===== config.mk =====
export PLATFORM = sky130hd
export DESIGN_NAME = sync_fifo_flags_flat
export DESIGN_NICKNAME = d
export VERILOG_FILES = /design/src/rtl/sync_fifo_flags_if.sv /design/src/rtl/sync_fifo_flags.sv /design/src/flat_wrapper.sv
export SDC_FILE = /design/constraint.sdc
export NUM_CORES = 1
export LEC_CHECK = 0
export CORE_MARGIN = 2
export CORE_UTILIZATION = 40
export DETAILED_ROUTE_END_ITERATION = 7
export PLACE_DENSITY_LB_ADDON = 0.3
export RECOVER_POWER = 50
export SLEW_MARGIN = 20
export SYNTH_ARGS = -nofsm -noshare
export SYNTH_HDL_FRONTEND = slang
export SYNTH_SLANG_ARGS = --single-unit

===== constraint.sdc =====
create_clock -name clk -period 3.25 [get_ports clk]
set_input_delay 0.65 -clock clk [delete_from_list [all_inputs] [get_ports clk]]
set_output_delay 0.65 -clock clk [all_outputs]
set_load 0.05 [all_outputs]

===== src/rtl/sync_fifo_flags_if.sv =====
// sync_fifo_flags_if: producer/consumer handshake and status bundle for sync_fifo_flags
interface sync_fifo_flags_if #(
   parameter int DATA_W = 8,
   parameter int DEPTH  = 16
);
   localparam int CW = $clog2(DEPTH) + 1;
   logic              flush;
   logic              wr_en;
   logic [DATA_W-1:0] wr_data;
   logic              rd_en;
   logic              clr_err;
   logic [DATA_W-1:0] rd_data;
   logic              rd_valid;
   logic              full;
   logic              empty;
   logic              almost_full;
   logic              almost_empty;
   logic [CW-1:0]     count;
   logic              overflow;
   logic              underflow;
   modport master (
      output flush, wr_en, wr_data, rd_en, clr_err,
      input  rd_data, rd_valid, full, empty, almost_full, almost_empty, count, overflow, underflow
   );
   modport slave (
      input  flush, wr_en, wr_data, rd_en, clr_err,
      output rd_data, rd_valid, full, empty, almost_full, almost_empty, count, overflow, underflow
   );
endinterface


===== src/rtl/sync_fifo_flags.sv =====
// sync_fifo_flags: single-clock FIFO with count, thresholds, sticky errors, flush and FWFT/registered read
module sync_fifo_flags #(
   parameter int DATA_W    = 8,
   parameter int DEPTH     = 16,
   parameter int AF_THRESH = DEPTH - 2,
   parameter int AE_THRESH = 2,
   parameter int FWFT      = 1,
   parameter int AW        = $clog2(DEPTH)
) (
   input logic           clk,
   input logic           rst,
   sync_fifo_flags_if.slave bus
);
   localparam logic [AW:0] DEPTH_C = (AW+1)'(DEPTH);
   localparam logic [AW:0] AF_C    = (AW+1)'(AF_THRESH);
   localparam logic [AW:0] AE_C    = (AW+1)'(AE_THRESH);
   logic [DATA_W-1:0] mem [DEPTH];
   logic [AW:0]       wr_ptr, rd_ptr, cnt;
   logic              full, empty, wr_acc, rd_acc;
   logic              ovf, unf;
   assign full   = cnt == DEPTH_C;
   assign empty  = cnt == '0;
   assign wr_acc = bus.wr_en & ~full & ~bus.flush;
   assign rd_acc = bus.rd_en & ~empty & ~bus.flush;
   assign bus.full         = full;
   assign bus.empty        = empty;
   assign bus.almost_full  = cnt >= AF_C;
   assign bus.almost_empty = cnt <= AE_C;
   assign bus.count        = cnt;
   assign bus.overflow     = ovf;
   assign bus.underflow    = unf;
   // storage; contents are deliberately left unreset
   always_ff @(posedge clk)
      if (wr_acc) mem[wr_ptr[AW-1:0]] <= bus.wr_data;
   // pointers and occupancy; flush behaves like a reset of the queue state only
   always_ff @(posedge clk) begin
      if (rst || bus.flush) begin
         wr_ptr <= '0;
         rd_ptr <= '0;
         cnt    <= '0;
      end else begin
         if (wr_acc) wr_ptr <= wr_ptr + 1'b1;
         if (rd_acc) rd_ptr <= rd_ptr + 1'b1;
         cnt <= cnt + (AW+1)'(wr_acc) - (AW+1)'(rd_acc);
      end
   end
   // sticky errors; a new event wins over clr_err, flush-cycle requests are ignored
   always_ff @(posedge clk) begin
      if (rst) begin
         ovf <= 1'b0;
         unf <= 1'b0;
      end else begin
         ovf <= (ovf & ~bus.clr_err) | (bus.wr_en & full & ~bus.flush);
         unf <= (unf & ~bus.clr_err) | (bus.rd_en & empty & ~bus.flush);
      end
   end
   generate
      if (FWFT != 0) begin : g_fwft
         assign bus.rd_data  = mem[rd_ptr[AW-1:0]];
         assign bus.rd_valid = ~empty;
      end else begin : g_reg
         logic [DATA_W-1:0] rd_data_q;
         logic              rd_valid_q;
         // registered read: data captured at the pop edge, valid for one cycle
         always_ff @(posedge clk) begin
            if (rst) begin
               rd_data_q  <= '0;
               rd_valid_q <= 1'b0;
            end else begin
               rd_valid_q <= rd_acc;
               if (rd_acc) rd_data_q <= mem[rd_ptr[AW-1:0]];
            end
         end
         assign bus.rd_data  = rd_data_q;
         assign bus.rd_valid = rd_valid_q;
      end
   endgenerate
endmodule

===== src/flat_wrapper.sv =====
// flat-port wrapper written by rule: the top's interface ports become plain ports
module sync_fifo_flags_flat 
#(
   parameter int DATA_W    = 8,
   parameter int DEPTH     = 16,
   parameter int AF_THRESH = DEPTH - 2,
   parameter int AE_THRESH = 2,
   parameter int FWFT      = 1,
   parameter int AW        = $clog2(DEPTH)
)
  (clk, rst, bus_flush, bus_wr_en, bus_wr_data, bus_rd_en, bus_clr_err, bus_rd_data, bus_rd_valid, bus_full, bus_empty, bus_almost_full, bus_almost_empty, bus_count, bus_overflow, bus_underflow);
  sync_fifo_flags_if #(.DATA_W(DATA_W), .DEPTH(DEPTH)) bus_i ();
  input logic clk;
  input logic rst;
  input wire logic [$bits(bus_i.flush)-1:0] bus_flush;
  input wire logic [$bits(bus_i.wr_en)-1:0] bus_wr_en;
  input wire logic [$bits(bus_i.wr_data)-1:0] bus_wr_data;
  input wire logic [$bits(bus_i.rd_en)-1:0] bus_rd_en;
  input wire logic [$bits(bus_i.clr_err)-1:0] bus_clr_err;
  output wire logic [$bits(bus_i.rd_data)-1:0] bus_rd_data;
  output wire logic [$bits(bus_i.rd_valid)-1:0] bus_rd_valid;
  output wire logic [$bits(bus_i.full)-1:0] bus_full;
  output wire logic [$bits(bus_i.empty)-1:0] bus_empty;
  output wire logic [$bits(bus_i.almost_full)-1:0] bus_almost_full;
  output wire logic [$bits(bus_i.almost_empty)-1:0] bus_almost_empty;
  output wire logic [$bits(bus_i.count)-1:0] bus_count;
  output wire logic [$bits(bus_i.overflow)-1:0] bus_overflow;
  output wire logic [$bits(bus_i.underflow)-1:0] bus_underflow;
  assign bus_i.flush = bus_flush;
  assign bus_i.wr_en = bus_wr_en;
  assign bus_i.wr_data = bus_wr_data;
  assign bus_i.rd_en = bus_rd_en;
  assign bus_i.clr_err = bus_clr_err;
  assign bus_rd_data = bus_i.rd_data;
  assign bus_rd_valid = bus_i.rd_valid;
  assign bus_full = bus_i.full;
  assign bus_empty = bus_i.empty;
  assign bus_almost_full = bus_i.almost_full;
  assign bus_almost_empty = bus_i.almost_empty;
  assign bus_count = bus_i.count;
  assign bus_overflow = bus_i.overflow;
  assign bus_underflow = bus_i.underflow;
  sync_fifo_flags #(.DATA_W(DATA_W), .DEPTH(DEPTH), .AF_THRESH(AF_THRESH), .AE_THRESH(AE_THRESH), .FWFT(FWFT), .AW(AW)) u_core (.clk(clk), .rst(rst), .bus(bus_i));
endmodule

==> impl_results.md <==
- GRT overflow: 0
- Final setup vio count: 0
- CTS Sinks: 147
- Metal2 WL: 5.42 mm
- Max_cap viols: 0
- Cell Area, Placed: between 0.006 and 0.007 sq mm
- Post-synth EDFFs: between 100 and 150
- Async SR Flop Fraction: 0%
- Fillers: ~1200
- Top layer in use: met4
- Ant diodes: 0
- Min cycle time layout: 3.03 ns
- IO Port Bufs: 33
- Row cnt: between 40 and 50
- Required time of the critical path: 2.60 ns
- Crit Path Max Fanout: 23
- Seq. cell area: ~0.0042 sq mm
- Final setup margin: ~0.22 ns
- DR WL met3: just over 500 um
- Die height: approximately 130 um
- Pre-antenna DRT Iters: 4
- Setup Buffers After CTS: 0
- Worst slack at placement: around 0.23 ns
- Most area-consuming cells after synthesis: edfxtp_1, mux4_2, dfxtp_1, mux4_1, ha_1
- Fmax: approximately 0.33 GHz
- DR DRC count: 0
- Max rail drop VDD: 0.000431 V
- Clk buf depth: 2
- Area of the multi-input gates: roughly 0.0016 sq mm
- Top cells by count, synth: edfxtp_1, nor2_1, dfxtp_1
- Crit end category: output pin
- First-pass GRT wire length: 17.7 mm
- Core Region: about 0.015 sq mm
- Die ar.: between 0.015 and 0.02 sq mm
- Crit path kind: flip-flop to output pin
- Area Overhead vs Synth: 19.6%
- Largest net degree at the start of global routing: 33
- CTS tree: done
- RSZ-0062 raised after global routing: no
- Fin crit share: around 93%
- Critical path data arrival time: between 2 and 2.5 ns
- Routed len/inst: between 15 and 20 um
- Hold Vio Cnt, Final: 0
- 1st-iter DRT viols: about 160
- Slew Viols, Final: 0
- Final nets: between 400 and 500
- Top-area cell type share of the netlist area: between 60% and 70%
- Post-synth top flop: edfxtp_1
- Root Buffer: clkbuf_16
- Post-CTS Resized: 0
- CTS H-tree lvls: 4
- Initial antenna violation count: 0
- Post-route antenna net violation count: 0
- Initial Util: around two fifths
- Metal-1 WL: around 5 mm
- Setup TNS: 0 ns
- Design area: just over 0.007 sq mm
- Synth Warn #: 0
- Syn Area/Cell: between 15 and 20 sq um
- Synthesized area: about 0.006 sq mm
- Outcome: finished, final reports clean
- Final HPWL DP: roughly 7.4 mm
- Worst slew margin: between 50 and 60%
- Share of cells above drive strength 1: 19.3%
- Leak: roughly 2.4 nW
- Hold Slack: around 0.5 ns
- Power density cells: about 650 mW/mm^2
- Clock Skew: roughly 0.0072 ns
- Least-Margin Pin Slew: about 0.63 ns
- Vias: approximately 3000
- Most frequent cell after synthesis: edfxtp_1
- Clock-pin slew on the worst setup and hold paths: about 0.060 ns
- Syn Inst Count: around 330
- Avg Vias per Cell: ~5
- Clock Latency Late Sink: 0.42 ns
- Startpoint Class: flip-flop
- Distinct cells, synth: 33
- #FFs+latches synth: 147
- Post-Synthesis Net Count: 360
- Post-CTS Hold Buffers: 0
- HP Class: flip-flop to flip-flop
- Total CTS buffers: 17
- Register area share after synthesis: approximately 70%
- Die width: around 130 um
- Number of global-route vias before repair: 3165
- Routed Wire Length: roughly 11 mm
- IO Pins: 34
- GRT Resource Usage Total: between 10% and 20%
- Final Wtd Congestion: 0.738
- Synth area leader: edfxtp_1
-- report_power, final --
| group | internal (W) | switching, W |
|---|---|---|
| Sequential | 0.00208 | 0.0000304 |
| Clock | 0.00119 | 0.000709 |
| Combinational | 0.000250 | 0.000411 |
-- metal layers --
layer	up-vias	GRT usage, %
li1	1403	-
met5	-	0
met1	1484	19.5
met2	91	24.3
met3	13	4.29
met4	0	6.01
-- flip-flops by register name, summed over array words and instances (netlist names), named ones only --
register / flops
u_core.bus.overflow: 1
u_core.mem: 128
u_core.wr_ptr: 4
u_core.bus.count: 5
u_core.bus.underflow: 1
u_core.rd_ptr: 4
-- through the flow --
step                utilization, %  std cells  total power, W
CTS                           49.0        584         0.00472
global route                  49.0        584         0.00484
finish                        49.0        584         0.00467
floorplan                        -        329         0.00261
global placement              45.1        552         0.00281
detailed placement            45.1        552         0.00282
-- kinds of logic (layout without fill, tap and decap cells) --
logic type	Yosys count	count (layout)	share of synthesized area, %
AND/OR/NAND/NOR	68	68	5.66
buffers and inverters	27	98	2.49
AO/OA/AOI/OAI	29	29	3.18
multiplexers	32	32	12.9
XOR/XNOR	9	9	1.32
flip-flops	147	147	70.7
adder cells (fa/ha/maj)	17	17	3.69
-- worst paths after layout --
| kind | depth (start not counted) | to | slack, ns | startpoint |
|---|---|---|---|---|
| setup / recovery | 5 | bus_rd_data[4] | 0.22 | flip-flop |
| hold / removal | 2 | u_core.bus.underflow | 0.49 | u_core.bus.underflow |
| setup reg to reg | 13 | u_core.bus.count[4] | 0.59 | u_core.bus.count[2] |
| hold reg to reg | 2 | u_core.bus.underflow | 0.49 | u_core.bus.underflow |
-- critical path, cell delays in order, from the launching register on --
cell and delay, ns:
dfxtp_2 0.51, buf_12 0.26, mux4_1 0.61, a22oi_1 0.24, nand2_1 0.12, buf_4 0.21
-- area by class of cell --
class,count,share of cell area (%)
sequential,147,59.1
clock buffer,18,6.01
multi-input combinational,155,22.4
clock inverter,14,2.01
inverter,13,0.683
timing repair buffer,53,6.57
tap,184,3.22
-- cells in the final DEF, fill, tap and decap left out, drive strengths merged --
cell type and n:
nand2 15, clkinv 10, and2 1, xnor2 8, nor4b 1, bufinv 3, xor2 1, clkbuf 19
o21ai 3, clkinvlp 1, or2 2, nor3b 1, nand3b 1, dfxtp 19, edfxtp 128, mux4 32
a22oi 16, inv 13, nor3 6, dlygate4sd3 8, a21oi 8, ha 16, clkdlybuf4s50 17, fa 1
buf 27, and4bb 1, nand2b 5, o21bai 2, nor2 28, and2b 1, nor2b 4, nand3 2
Note: power is estimated with default switching activity, not from simulation.
